===== src/rtl/ram_burst_pkg.sv =====
// ram_burst_pkg: shared types and helpers for the RAM burst master.
//   state_t      - burst FSM state encoding (exposed on the master's o_state)
//   OP_READ/WRITE - values of i_cmd_write and of the RAM write enable
//   clog2_depth  - bits needed to hold the values 0..value (minimum 1)
package ram_burst_pkg;

  typedef enum logic [1:0] {
    IDLE  = 2'd0,
    WRITE = 2'd1,
    READ  = 2'd2,
    DRAIN = 2'd3
  } state_t;

  localparam logic OP_READ  = 1'b0;
  localparam logic OP_WRITE = 1'b1;

  // Counters must represent their full value (e.g. a FIFO count of DEPTH),
  // so this is the width of 0..value rather than a plain ceil(log2).
  function automatic int clog2_depth(input int value);
    int w;
    w = 1;
    for (int i = 1; i < 31; i++) begin
      if ((1 << i) <= value) w = i + 1;
    end
    return w;
  endfunction

endpackage


===== src/rtl/ram_burst_fifo.sv =====
// ram_burst_fifo: synchronous FIFO holding read beats returned by the RAM.
//   i_clk, i_rst_n - clock, synchronous active-low reset (clears contents)
//   i_push, i_din  - write one entry (ignored when full)
//   i_pop          - remove the head entry (ignored when empty)
//   o_dout         - head entry, forced to 0 while empty
//   o_count        - number of stored entries, 0..FIFO_DEPTH
//   o_empty/o_full - occupancy flags
module ram_burst_fifo
  import ram_burst_pkg::*;
#(
  parameter int DATA_WIDTH = 8,
  parameter int FIFO_DEPTH = 4,
  localparam int CW = clog2_depth(FIFO_DEPTH),
  localparam int PW = (FIFO_DEPTH > 1) ? $clog2(FIFO_DEPTH) : 1
) (
  input  logic                  i_clk,
  input  logic                  i_rst_n,
  input  logic                  i_push,
  input  logic [DATA_WIDTH-1:0] i_din,
  input  logic                  i_pop,
  output logic [DATA_WIDTH-1:0] o_dout,
  output logic [CW-1:0]         o_count,
  output logic                  o_empty,
  output logic                  o_full
);

  logic [DATA_WIDTH-1:0] mem_q [FIFO_DEPTH];
  logic [PW-1:0]         wr_ptr_q;
  logic [PW-1:0]         rd_ptr_q;
  logic [CW-1:0]         count_q;
  logic                  do_push;
  logic                  do_pop;

  // Pointers wrap explicitly so non-power-of-two depths work.
  function automatic logic [PW-1:0] ptr_inc(input logic [PW-1:0] p);
    return (p == PW'(FIFO_DEPTH - 1)) ? '0 : p + PW'(1);
  endfunction

  assign o_empty = (count_q == '0);
  assign o_full  = (count_q == CW'(FIFO_DEPTH));
  assign o_count = count_q;
  assign do_pop  = i_pop && !o_empty;
  assign do_push = i_push && !o_full;
  assign o_dout  = o_empty ? '0 : mem_q[rd_ptr_q];

  always_ff @(posedge i_clk) begin
    if (do_push) mem_q[wr_ptr_q] <= i_din;
  end

  always_ff @(posedge i_clk) begin
    if (!i_rst_n) begin
      wr_ptr_q <= '0;
      rd_ptr_q <= '0;
      count_q  <= '0;
    end else begin
      if (do_push) wr_ptr_q <= ptr_inc(wr_ptr_q);
      if (do_pop)  rd_ptr_q <= ptr_inc(rd_ptr_q);
      count_q <= count_q + CW'(do_push) - CW'(do_pop);
    end
  end

endmodule


===== src/rtl/ram_burst_master.sv =====
// ram_burst_master: burst initiator for one port of a dual-port RAM.
//   i_clk, i_rst_n             - clock, synchronous active-low reset
//   i_cmd_valid/o_cmd_ready    - command handshake (write flag, addr, len)
//   i_cmd_write, i_cmd_addr, i_cmd_len - burst type, start address, beats-1
//   i_wdata, i_wvalid/o_wready - write beat stream
//   o_rdata, o_rvalid/i_rready - read beat stream (head of return FIFO)
//   o_ram_en/we/addr/din       - registered RAM port controls
//   i_ram_dout                 - RAM read data, valid RD_LAT edges after sample
//   o_busy, o_done             - burst in progress, one-cycle completion pulse
//   o_state                    - current FSM state for observation
//
// Handshakes: a transfer happens on a rising edge where valid and ready are
// both high; valid never depends on ready, and ready here depends only on
// FSM state (o_cmd_ready, o_wready) or FIFO occupancy (o_rvalid).
module ram_burst_master
  import ram_burst_pkg::*;
#(
  parameter int ADDR_WIDTH = 3,
  parameter int DATA_WIDTH = 8,
  parameter int RD_LAT     = 2,
  parameter int LEN_WIDTH  = 4,
  parameter int FIFO_DEPTH = 4
) (
  input  logic                  i_clk,
  input  logic                  i_rst_n,
  input  logic                  i_cmd_valid,
  output logic                  o_cmd_ready,
  input  logic                  i_cmd_write,
  input  logic [ADDR_WIDTH-1:0] i_cmd_addr,
  input  logic [LEN_WIDTH-1:0]  i_cmd_len,
  input  logic [DATA_WIDTH-1:0] i_wdata,
  input  logic                  i_wvalid,
  output logic                  o_wready,
  output logic [DATA_WIDTH-1:0] o_rdata,
  output logic                  o_rvalid,
  input  logic                  i_rready,
  output logic                  o_ram_en,
  output logic                  o_ram_we,
  output logic [ADDR_WIDTH-1:0] o_ram_addr,
  output logic [DATA_WIDTH-1:0] o_ram_din,
  input  logic [DATA_WIDTH-1:0] i_ram_dout,
  output logic                  o_busy,
  output logic                  o_done,
  output state_t                o_state
);

  localparam int FCW = clog2_depth(FIFO_DEPTH);
  // Holds in_flight + fifo_count, at most RD_LAT+1 + FIFO_DEPTH.
  localparam int CW  = clog2_depth(FIFO_DEPTH + RD_LAT + 1);
  localparam int RW  = LEN_WIDTH + 1;

  state_t                state_q, state_d;
  logic [ADDR_WIDTH-1:0] cur_q, cur_d;
  logic [RW-1:0]         rem_q, rem_d;
  logic [RD_LAT:0]       sr_q;
  logic                  ram_en_d, ram_we_d, done_d, issue;
  logic [ADDR_WIDTH-1:0] ram_addr_d;
  logic [DATA_WIDTH-1:0] ram_din_d;

  logic [CW-1:0]         in_flight;
  logic [FCW-1:0]        fifo_count;
  logic                  fifo_empty, fifo_full;
  logic                  push, pop, credit;

  // sr_q[k] marks a read whose enable was presented k cycles ago; the tail
  // lines up with the edge where i_ram_dout holds that read's data.
  assign push = sr_q[RD_LAT];
  assign pop  = o_rvalid && i_rready;

  always_comb begin
    in_flight = '0;
    for (int i = 0; i <= RD_LAT; i++) in_flight = in_flight + CW'(sr_q[i]);
  end

  // Every issued read already owns a FIFO slot, so a push is never dropped.
  assign credit = (in_flight + CW'(fifo_count)) < CW'(FIFO_DEPTH);

  assign o_cmd_ready = (state_q == IDLE) && i_rst_n;
  assign o_wready    = (state_q == WRITE);
  assign o_busy      = (state_q != IDLE);
  assign o_rvalid    = !fifo_empty;
  assign o_state     = state_q;

  always_comb begin
    state_d    = state_q;
    cur_d      = cur_q;
    rem_d      = rem_q;
    ram_en_d   = 1'b0;
    ram_we_d   = 1'b0;
    ram_addr_d = o_ram_addr;
    ram_din_d  = o_ram_din;
    done_d     = 1'b0;
    issue      = 1'b0;
    case (state_q)
      IDLE: begin
        if (i_cmd_valid && o_cmd_ready) begin
          cur_d   = i_cmd_addr;
          rem_d   = RW'(i_cmd_len) + RW'(1);
          state_d = (i_cmd_write == OP_WRITE) ? WRITE : READ;
        end
      end
      WRITE: begin
        if (i_wvalid) begin
          ram_en_d   = 1'b1;
          ram_we_d   = OP_WRITE;
          ram_addr_d = cur_q;
          ram_din_d  = i_wdata;
          cur_d      = cur_q + ADDR_WIDTH'(1);
          rem_d      = rem_q - RW'(1);
          if (rem_q == RW'(1)) begin
            state_d = IDLE;
            done_d  = 1'b1;
          end
        end
      end
      READ: begin
        if (credit) begin
          issue      = 1'b1;
          ram_en_d   = 1'b1;
          ram_we_d   = OP_READ;
          ram_addr_d = cur_q;
          cur_d      = cur_q + ADDR_WIDTH'(1);
          rem_d      = rem_q - RW'(1);
          if (rem_q == RW'(1)) state_d = DRAIN;
        end
      end
      DRAIN: begin
        // Nothing left in the pipe and the final beat leaves on this edge.
        if (in_flight == '0 && fifo_count == FCW'(1) && pop) begin
          state_d = IDLE;
          done_d  = 1'b1;
        end
      end
      default: state_d = IDLE;
    endcase
  end

  always_ff @(posedge i_clk) begin
    if (!i_rst_n) begin
      state_q    <= IDLE;
      cur_q      <= '0;
      rem_q      <= '0;
      sr_q       <= '0;
      o_ram_en   <= 1'b0;
      o_ram_we   <= 1'b0;
      o_ram_addr <= '0;
      o_ram_din  <= '0;
      o_done     <= 1'b0;
    end else begin
      state_q    <= state_d;
      cur_q      <= cur_d;
      rem_q      <= rem_d;
      sr_q       <= {sr_q[RD_LAT-1:0], issue};
      o_ram_en   <= ram_en_d;
      o_ram_we   <= ram_we_d;
      o_ram_addr <= ram_addr_d;
      o_ram_din  <= ram_din_d;
      o_done     <= done_d;
    end
  end

  ram_burst_fifo #(
    .DATA_WIDTH (DATA_WIDTH),
    .FIFO_DEPTH (FIFO_DEPTH)
  ) u_fifo (
    .i_clk   (i_clk),
    .i_rst_n (i_rst_n),
    .i_push  (push),
    .i_din   (i_ram_dout),
    .i_pop   (pop),
    .o_dout  (o_rdata),
    .o_count (fifo_count),
    .o_empty (fifo_empty),
    .o_full  (fifo_full)
  );

  a_no_fifo_overflow: assert property (
    @(posedge i_clk) disable iff (!i_rst_n) !(push && fifo_full)
  );

endmodule


===== config.mk =====
export PLATFORM = sky130hd
export DESIGN_NAME = ram_burst_master
export DESIGN_NICKNAME = d
export VERILOG_FILES = /design/src/rtl/ram_burst_pkg.sv /design/src/rtl/ram_burst_fifo.sv /design/src/rtl/ram_burst_master.sv
export SDC_FILE = /design/constraint.sdc
export NUM_CORES = 1
export LEC_CHECK = 0
export BUFFER_PORTS_ARGS = -buffer_cell sky130_fd_sc_hd__buf_2
export CAP_MARGIN = 20
export CORE_MARGIN = 3
export CORE_UTILIZATION = 40
export CTS_CLUSTER_SIZE = 25
export DETAILED_ROUTE_END_ITERATION = 16
export PLACE_DENSITY = 0.61
export SYNTH_ARGS = -nofsm -noshare
export SYNTH_HDL_FRONTEND = slang
export SYNTH_SLANG_ARGS = --single-unit

===== constraint.sdc =====
create_clock -name i_clk -period 3 [get_ports i_clk]
set_clock_uncertainty 0.2 [all_clocks]
set_input_delay 0.6 -clock i_clk [delete_from_list [all_inputs] [get_ports i_clk]]
set_output_delay 0.6 -clock i_clk [all_outputs]
set_load 0.01 [all_outputs]

# [After elaboration in Yosys (flattened, before gate mapping)]
# Memories as Yosys holds them, arrays and structs flattened. A register that Yosys moved wholly into a read port is not among the register bits.
# Index checks and enable logic that the tools add are counted.
[word_totals] reg_bits=34 ramBits=32 memories=1 output_inout_bits=28
[op_classes] add_sub_neg=10 reduce_logical=21 n_eq_ne=14 muxes=33 order_cmp=1
[mem_list] memory="u_fifo.mem_q" words=4 width=8 read_ports=1 rd_ports_with_merged_regs=1 write_ports=1 line_no="ram_burst_fifo.sv:27" text="logic [DATA_WIDTH-1:0] mem_q [FIFO_DEPTH];"
[ops] operator="2-to-1 mux 2 bit" n=11
[ops] operator="2-to-1 mux 3 bit" n=5
[ops] operator="2-to-1 mux 5 bit" n=3
[ops] operator="case mux 5 bit (3 select lines)" n=1
[ops] operator="case mux 3 bit (3 select lines)" n=1
[ops] operator="equality test 2 bit, second input constant" n=4
[ops] operator="2-to-1 mux 8 bit" n=1
[ops] operator="inequality test 2 bit, second input constant" n=4
[ops] operator="case mux 2 bit (4 select lines)" n=1
[ops] operator="logical AND 1 bit" n=7
[ops] operator="2-to-1 mux 1 bit" n=7
[ops] operator="logical NOT 3 bit" n=2
[ops] operator="case mux 3 bit (2 select lines)" n=1
[ops] operator="AND reduction 2 bit" n=3
[ops] operator="AND reduction 6 bit" n=1
[ops] operator="adder 4 x 1 -> 5 bit, second input constant" n=1
[ops] operator="equality test 5 x 1 -> 1 bit, second input constant" n=1
[ops] operator="subtractor 5 x 1 -> 5 bit, second input constant" n=1
[ops] operator="adder 2 x 1 -> 2 bit, second input constant" n=2
[ops] operator="inequality test 2 x 1 -> 1 bit, second input constant" n=2
[ops] operator="case mux 1 bit (2 select lines)" n=2
[ops] operator="AND reduction 4 bit" n=1
[ops] operator="nonzero test 2 bit" n=2
[ops] operator="adder 2 x 1 -> 3 bit" n=1
[ops] operator="13 further kinds" n=14

# [Depth between registers and ports, before layout]
# Gate-level depths: netlist of the first run.
[depth] depth_word=7 mapped_depth=11

# [By module]
# Synthesis of the first run repeated with hierarchy kept, for this count alone.
[hier_totals] hier_cells=277 area_unflattened_um2=3169.3
[modules_own_cells] module="ram_burst_fifo" seq_area_each_um2=1141.1 n_inst=1 area_each_um2=1694.1 cells_per_inst=102
[modules_own_cells] module="ram_burst_master" seq_area_each_um2=540.5 n_inst=1 area_each_um2=1475.2 cells_per_inst=175

# [Least setup slack after synthesis of the first run]
# Ideal clock, no wire load.
[synth_path] path_type="register to register" startpoint="reg u_fifo.count_q[2], in the netlist u_fifo.o_count[2]" endpoint="reg u_fifo.count_q[2], in the netlist u_fifo.o_count[2]" setup_slack_ps=609 setup_ps=128 t_required_ps=2672 path_stages_with_launch=12 arrival_ps=2064 period_less_slack_ps=2391 path_cell_list="dfxtp_1 > buf_6 > or3_1 > nand2_1 > inv_1 > ha_1 > inv_1 > ha_1 > fa_1 > xnor2_1 > xnor2_1 > nor2_1"
[synth_between] elab_chain_len=5
[synth_rtl] element="start, declared" line_no="ram_burst_fifo.sv:30" text="logic [CW-1:0] count_q;"
[synth_rtl] element="start signal, assigned" line_no="ram_burst_fifo.sv:58" text="count_q <= count_q + CW'(do_push) - CW'(do_pop);"
[synth_rtl] element="logical NOT 3 bit (*)" line_no="ram_burst_fifo.sv:39" text="assign o_empty = (count_q == '0);"
[synth_rtl] element="logical NOT 1 bit (*)" line_no="ram_burst_fifo.sv:42, ram_burst_master.sv:81"
[synth_rtl] element="logical AND 1 bit" line_no="ram_burst_master.sv:68" text="assign pop = o_rvalid && i_rready;"
[synth_rtl] element="logical AND 1 bit (*)" line_no="ram_burst_fifo.sv:42" text="assign do_pop = i_pop && !o_empty;"
[synth_rtl] element="via u_fifo.do_pop" line_no="ram_burst_fifo.sv:32" text="logic do_pop;"
[synth_rtl] element="subtractor 3 x 1 -> 3 bit (*)" line_no="ram_burst_fifo.sv:58"
# The timed path passes the listed nets; every way through them passes the cells marked *.
# A chain may end at the register's enable or synchronous reset.

==> results.cfg, run 1 <==
[run_status]
status = completed

[global_routing]
grt_first_pass_wirelength_mm = 10.18
grt_max_degree = 23
antenna_found_initial = 0
grt.total_usage_pct = 15.22
grt_overflow = 0
grt_pass1_vias = 2087

[detailed_routing]
vias = 2136
drtIter0Drc = 76
wire_per_inst_um = 14.23
drc = 0
wl_mm = 6.146
antenna_left = 0
first_pass_iters = 4
via_per_inst = 4.944

[timing]
finalSetupTns_ns = 0
max_freq_ghz = 0.3769
min_period_ns = 2.653
holdWs_ns = 0.2543
finalHoldViolCount = 0
worstMarginPinSlew_ns = 0.5776
grt_setup_unrepaired = false
slew_viol_final = 0
relSlewSlack_pct = 61.50
fin_crit_sh_pct = 88.44
setup_slack_ns = 0.3469
finalSetupViolCount = 0

[yosys]
ys_top_cells_by_area = edfxtp_1 31%, dfxtp_1 23%, ha_1 7.2%
yosysTopAreaCell = edfxtp_1
synth_common_cells = 36 x dfxtp_1, 33 x nand2_1, 32 x edfxtp_1
synth_top_area_share_pct = 30.73
synth-edff-count = 32
synthFlopType = dfxtp_1
avgSynthCellArea_um2 = 11.58
synth.distinct_cells = 51
post-synth-top-count-cell = dfxtp_1
yosys_register_bits = 68
yosysSeqAreaShare_pct = 53.78
netlist_area_mm2 = 0.003127
yosys_warnings = 0
syn_nets = 319
synthArstFlopShare_pct = 0
synthCells = 270

[worst_hold_path]
hold_class = reg2reg
hold_start = o_ram_din[6]

[critical_path]
slowest_stage = dfxtp_1
cp_max_fo = 8
path_buf_inv = 1
cp-start-kind = register
worstPathRequired_ns = 2.20
r2r-start = u_fifo.o_count[0]
end_kind = output pin
arrival_ns = 1.85
max_stage_delay_ns = 0.66
cp_top_family = flip-flops
cp_cell_sequence = mux4_2, and2_1, buf_2
criticalPathCategory = reg2out

[pwr]
p_leak_nw = 1.479
powerDensity_mw_per_mm2 = 867.2
peakVddDrop_uv = 720.5

[clock_tree]
cts_max_level = 3
path_clk_slew_ns = 0.06
hold_buffers = 0
cts.sinks = 68
clk_latency_ns = 0.33
cts.repair.resized = 0
cts_made_buffers = 9
cts_buffer_depth = 2
cts_tree = built
cts_setup_buffers = 0
root_buffer = clkbuf_8

[die]
fp.dieH_um = 94.42
start_util_pct = 42.21
io_pins = 57
num_rows = 31
die_w_um = 94.42
core_mm2 = 0.007408
design.die.area_mm2 = 0.008914

[cells_and_area]
nets = 377
area_growth_pct = 18.45
final_area_mm2 = 0.003704
antennaDiodeCount = 0
fin_util_pct = 49.99
layout-drive-gt1-share_pct = 26.13

[place]
globalplace.congestion = 0.7928
place_hpwl_mm = 4.476
port_buffers = 56
dp_slack_ns = 0.5224
placed_area_mm2 = 0.003496

[run]
drv_cap = 0
state kept, by name (all words and copies together) (netlist names), named ones only:
name             cells
u_fifo.mem_q        32
o_ram_din            8
rem_q                5
cur_q                3
o_ram_addr           3
sr_q                 3
u_fifo.o_count       3
o_state              2
u_fifo.rd_ptr_q      2
u_fifo.wr_ptr_q      2
o_done               1
o_ram_en             1
o_ram_we             1
layout make-up:
class                   count  area, um2
inverters                  16      60.06
well taps                  99      123.9
flip-flops and latches     68       1682
multi-input cells         175       1335
clock inverters             5      76.32
repair buffers             58      295.3
clock buffers              11      131.4
fillers                   702       3705
path summary, 6_finish.rpt:
kind	slack, ns	end	depth (start not counted)
min	0.25	o_ram_din[6]	2
min reg2reg	0.25	o_ram_din[6]	2
max reg2reg	0.52	u_fifo.o_count[2]	10
max	0.35	o_rdata[6]	3
cells by family (layout without fill, tap and decap cells):
family	after synthesis	after routing	share of synthesized area (%)
AND/OR/NAND/NOR	92	92	15.45
flip-flops	68	68	53.78
AO/OA/AOI/OAI	42	42	9.044
buffers and inverters	27	90	3.522
adder cells (fa/ha/maj)	20	20	8.484
multiplexers	16	16	8.323
XOR/XNOR	5	5	1.401
placed cells by master, fill, tap and decap left out, types with 2 or more instances in the layout:
master / Yosys / final
dfxtp_1: 36 / 36
edfxtp_1: 32 / 32
inv_1: 16 / 16
or3_1: 3 / 3
buf_2: 1 / 56
nand3_1: 5 / 5
nor2_1: 15 / 15
xnor2_1: 3 / 3
nand2_1: 33 / 33
o31ai_1: 3 / 3
bufinv_16: 0 / 2
clkbuf_1: 7 / 2
mux4_2: 8 / 8
fa_1: 2 / 2
a211oi_1: 2 / 2
and2_1: 18 / 18
mux2i_1: 8 / 8
o311ai_1: 2 / 2
clkbuf_8: 0 / 9
nor2b_1: 5 / 5
o21ai_0: 5 / 5
a21oi_1: 16 / 16
ha_1: 18 / 18
xor2_1: 2 / 2
buf_4: 0 / 2
metal layers:
layer | GRT usage (%) | vias to the layer above | routed length [um]
met2 | 23.23 | 58 | 2830
met3 | 4.382 | 10 | 361
li1 | - | 1075 | -
met4 | 7.581 | 0 | 125
met5 | 0 | - | 0
met1 | 19.79 | 993 | 2829
where the power goes:
| part | switching, mW | internal, mW |
|---|---|---|
| Sequential | 0.141 | 1.09 |
| Clock | 0.330 | 0.465 |
| Combinational | 0.650 | 0.535 |
tightest hold or removal path: stages (launching register included):
cell and delay, ns:
dfxtp_1 0.31, nand2_1 0.05, a21oi_1 0.05
through the flow:
stage / std cells / power (mW)
6_report: 432 / 3.212
3_5_place_dp: 416 / 2.450
4_1_cts: 432 / 3.249
2_1_floorplan: 270 / 2.107
3_3_place_gp: 416 / 2.439
5_1_grt: 432 / 3.470
No activity file was read; power rests on OpenSTA's default activity.
==> run 2, diff against run 1 <==
--- a/config.mk
+++ b/config.mk
@@ -5,13 +5,14 @@
 export SDC_FILE = /design/constraint.sdc
 export NUM_CORES = 1
 export LEC_CHECK = 0
+export ABC_AREA = 1
 export BUFFER_PORTS_ARGS = -buffer_cell sky130_fd_sc_hd__buf_2
 export CAP_MARGIN = 20
 export CORE_MARGIN = 3
 export CORE_UTILIZATION = 40
 export CTS_CLUSTER_SIZE = 25
 export DETAILED_ROUTE_END_ITERATION = 16
-export PLACE_DENSITY = 0.61
+export PLACE_DENSITY = 0.6
 export SYNTH_ARGS = -nofsm -noshare
 export SYNTH_HDL_FRONTEND = slang
 export SYNTH_SLANG_ARGS = --single-unit
==> run 2 against run 1 <==
Clock-buffer cell count decreased by 1. Combinational power increased by 7%. Non-clock buffer count increased by 2. First-iteration DRC count increased by 18%. Final area increased by 2.1%. Flip-flop and latch count unchanged. Via count increased by 14%. Register-to-register slack improved by 0.28 ns. Sequential share of layout area decreased by 0.93 points. Core utilization decreased by 1.3 points. Worst hold slack improved by 0.0058 ns. Synthesized cell count increased by 34%. Highest routed layer unchanged.
==> results.cfg, run 2 <==
[run_status]
status = completed

[place]
dp_cells = 514
place_hpwl_mm = 4.641
globalplace.congestion = 0.7804
placed_area_mm2 = 0.003596
dp_slack_ns = 0.7412
port_buffers = 56

[clock_tree]
root_buffer = clkbuf_8
cts_tree = built
cts.sinks = 68
cts_setup_buffers = 0
clk_latency_ns = 0.33
cts_buffer_depth = 2
path_clk_slew_ns = 0.08
hold_buffers = 0
cts_max_level = 3
cts_made_buffers = 9
cts.repair.resized = 0

[global_routing]
grt_max_degree = 18
antenna_found_initial = 0
grt_overflow = 0
grt.total_usage_pct = 14.61
grt_first_pass_wirelength_mm = 10.34
grt_pass1_vias = 2266

[yosys]
synthFlopType = dfxtp_1
yosysSeqAreaShare_pct = 52.32
synth_top_family_by_area = simple AND/OR/NAND/NOR gates
synthCells = 361
avgSynthCellArea_um2 = 8.904
syn_nets = 410
synth-edff-count = 32
yosys_warnings = 0
synthXorXnorAreaFrac_pct = 1.635
synthArstFlopShare_pct = 0
synth_common_cells = 65 x nor2_1, 49 x nand2_1, 48 x inv_1
post-synth-top-count-cell = nor2_1
synthSimpleGateAreaFrac_pct = 19.27
muxShareOfSynthArea_pct = 0.3114
yosysTopAreaCell = edfxtp_1
synth_compound_area_share_pct = 10.51
yosys_register_bits = 68
synth.distinct_cells = 30
synth_top_area_share_pct = 29.89
ys_top_cells_by_area = edfxtp_1 30%, dfxtp_1 22%, nor2_1 7.6%
synth_fa_ha_area_share_pct = 8.252
netlist_area_mm2 = 0.003214

[pwr]
comb_power_share_pct = 39.7
p_leak_nw = 1.730
powerDensity_mw_per_mm2 = 846.7
p_int_mw = 1.940
net-switching-power_mw = 1.261
p_seq_share_pct = 39.0
peakVddDrop_uv = 466.9
p_clk_share_pct = 21.3
swShare_pct = 39.40
totalPowerFinal_mw = 3.201

[timing]
finalHoldViolCount = 0
finalSetupViolCount = 0
relSlewSlack_pct = 52.47
max_freq_ghz = 0.3970
holdWs_ns = 0.2601
fin_crit_sh_pct = 83.96
min_period_ns = 2.519
slew_viol_final = 0
setup_slack_ns = 0.4811
worstMarginPinSlew_ns = 0.7104
finalSetupTns_ns = 0
grt_setup_unrepaired = false

[critical_path]
cp_max_fo = 17
cp_cell_sequence = inv_2, o21ai_0, a21oi_1, buf_2
slowest_stage = dfxtp_1
criticalPathCategory = reg2out
path_buf_inv = 2
max_stage_delay_ns = 0.67
arrival_ns = 1.72
end_kind = output pin
cp_top_family = flip-flops
worstPathRequired_ns = 2.20
cp-start-kind = register

[detailed_routing]
drc = 0
first_pass_iters = 4
drtIter0Drc = 90
wire_per_inst_um = 11.60
wl_mm = 6.150
antenna_left = 0
vias = 2442
via_per_inst = 4.608

[cells_and_area]
final_cell_mix = 65 x nor2_1, 56 x buf_2, 49 x nand2_1
final_common_cell = nor2_1
largest_register = u_fifo.mem_q
antennaDiodeCount = 0
largest_register_ffs = 32
final_area_mm2 = 0.003781
fin_util_pct = 48.68
final_cells = 530
nets = 472
layout-drive-gt1-share_pct = 22.43
largest_registers = u_fifo.mem_q (32), o_ram_din (8), rem_q (5)
area_growth_pct = 17.63

[die]
start_util_pct = 41.38
design.die.area_mm2 = 0.009147
core_mm2 = 0.007767
fp.dieH_um = 95.64
die_w_um = 95.64
io_pins = 57
num_rows = 32

[run]
drv_cap = 0

[worst_hold_path]
hold_class = reg2reg
run 2: kinds of logic (layout without fill, tap and decap cells):
| group | after synthesis | count (layout) |
|---|---|---|
| XOR/XNOR | 6 | 6 |
| flip-flops | 68 | 68 |
| multiplexers | 1 | 1 |
| AND/OR/NAND/NOR | 144 | 144 |
| AO/OA/AOI/OAI | 62 | 62 |
| buffers and inverters | 60 | 127 |
| adder cells (fa/ha/maj) | 20 | 20 |
run 2: power by group through the flow:
stage                     combinational, mW  clock [mW]  sequential [mW]
after floorplan                       0.954           0             1.25
after global placement                 1.26           0             1.26
after detailed placement               1.29           0             1.27
after CTS                              1.29       0.708             1.25
after global routing                   1.48       0.750             1.27
final                                  1.27       0.682             1.25
run 2: path summary, 6_finish.rpt:
kind	start	depth (start not counted)	endpoint	slack (ns)
worst max register to register	sr_q[0]	12	o_ram_addr[1]	0.80
worst min-delay path	sr_q[0]	2	sr_q[1]	0.26
worst min register to register	sr_q[0]	2	sr_q[1]	0.26
worst max-delay path	register	4	o_rdata[0]	0.48
run 2: area by class of cell:
class / count / area, um2
clock inverters: 6 / 47.55
multi-input cells: 233 / 1285
well taps: 102 / 127.6
inverters: 51 / 191.4
flip-flops and latches: 68 / 1682
clock buffers: 10 / 137.6
repair buffers: 60 / 310.3
fillers: 752 / 3986
run 2: layer usage:
| metal | global-route usage [%] | wire, um |
|---|---|---|
| met4 | 5.687 | 74 |
| met3 | 3.710 | 317 |
| met2 | 23.80 | 2881 |
| met5 | 0 | 0 |
| met1 | 18.55 | 2876 |
run 2: worst reg2reg max path: cells and delay by family, from the launching register on:
family,cells,cell delay (ns)
fa+ha+maj,2,0.74
buf+inv,2,0.21
flops,1,0.33
simple gates,8,0.65
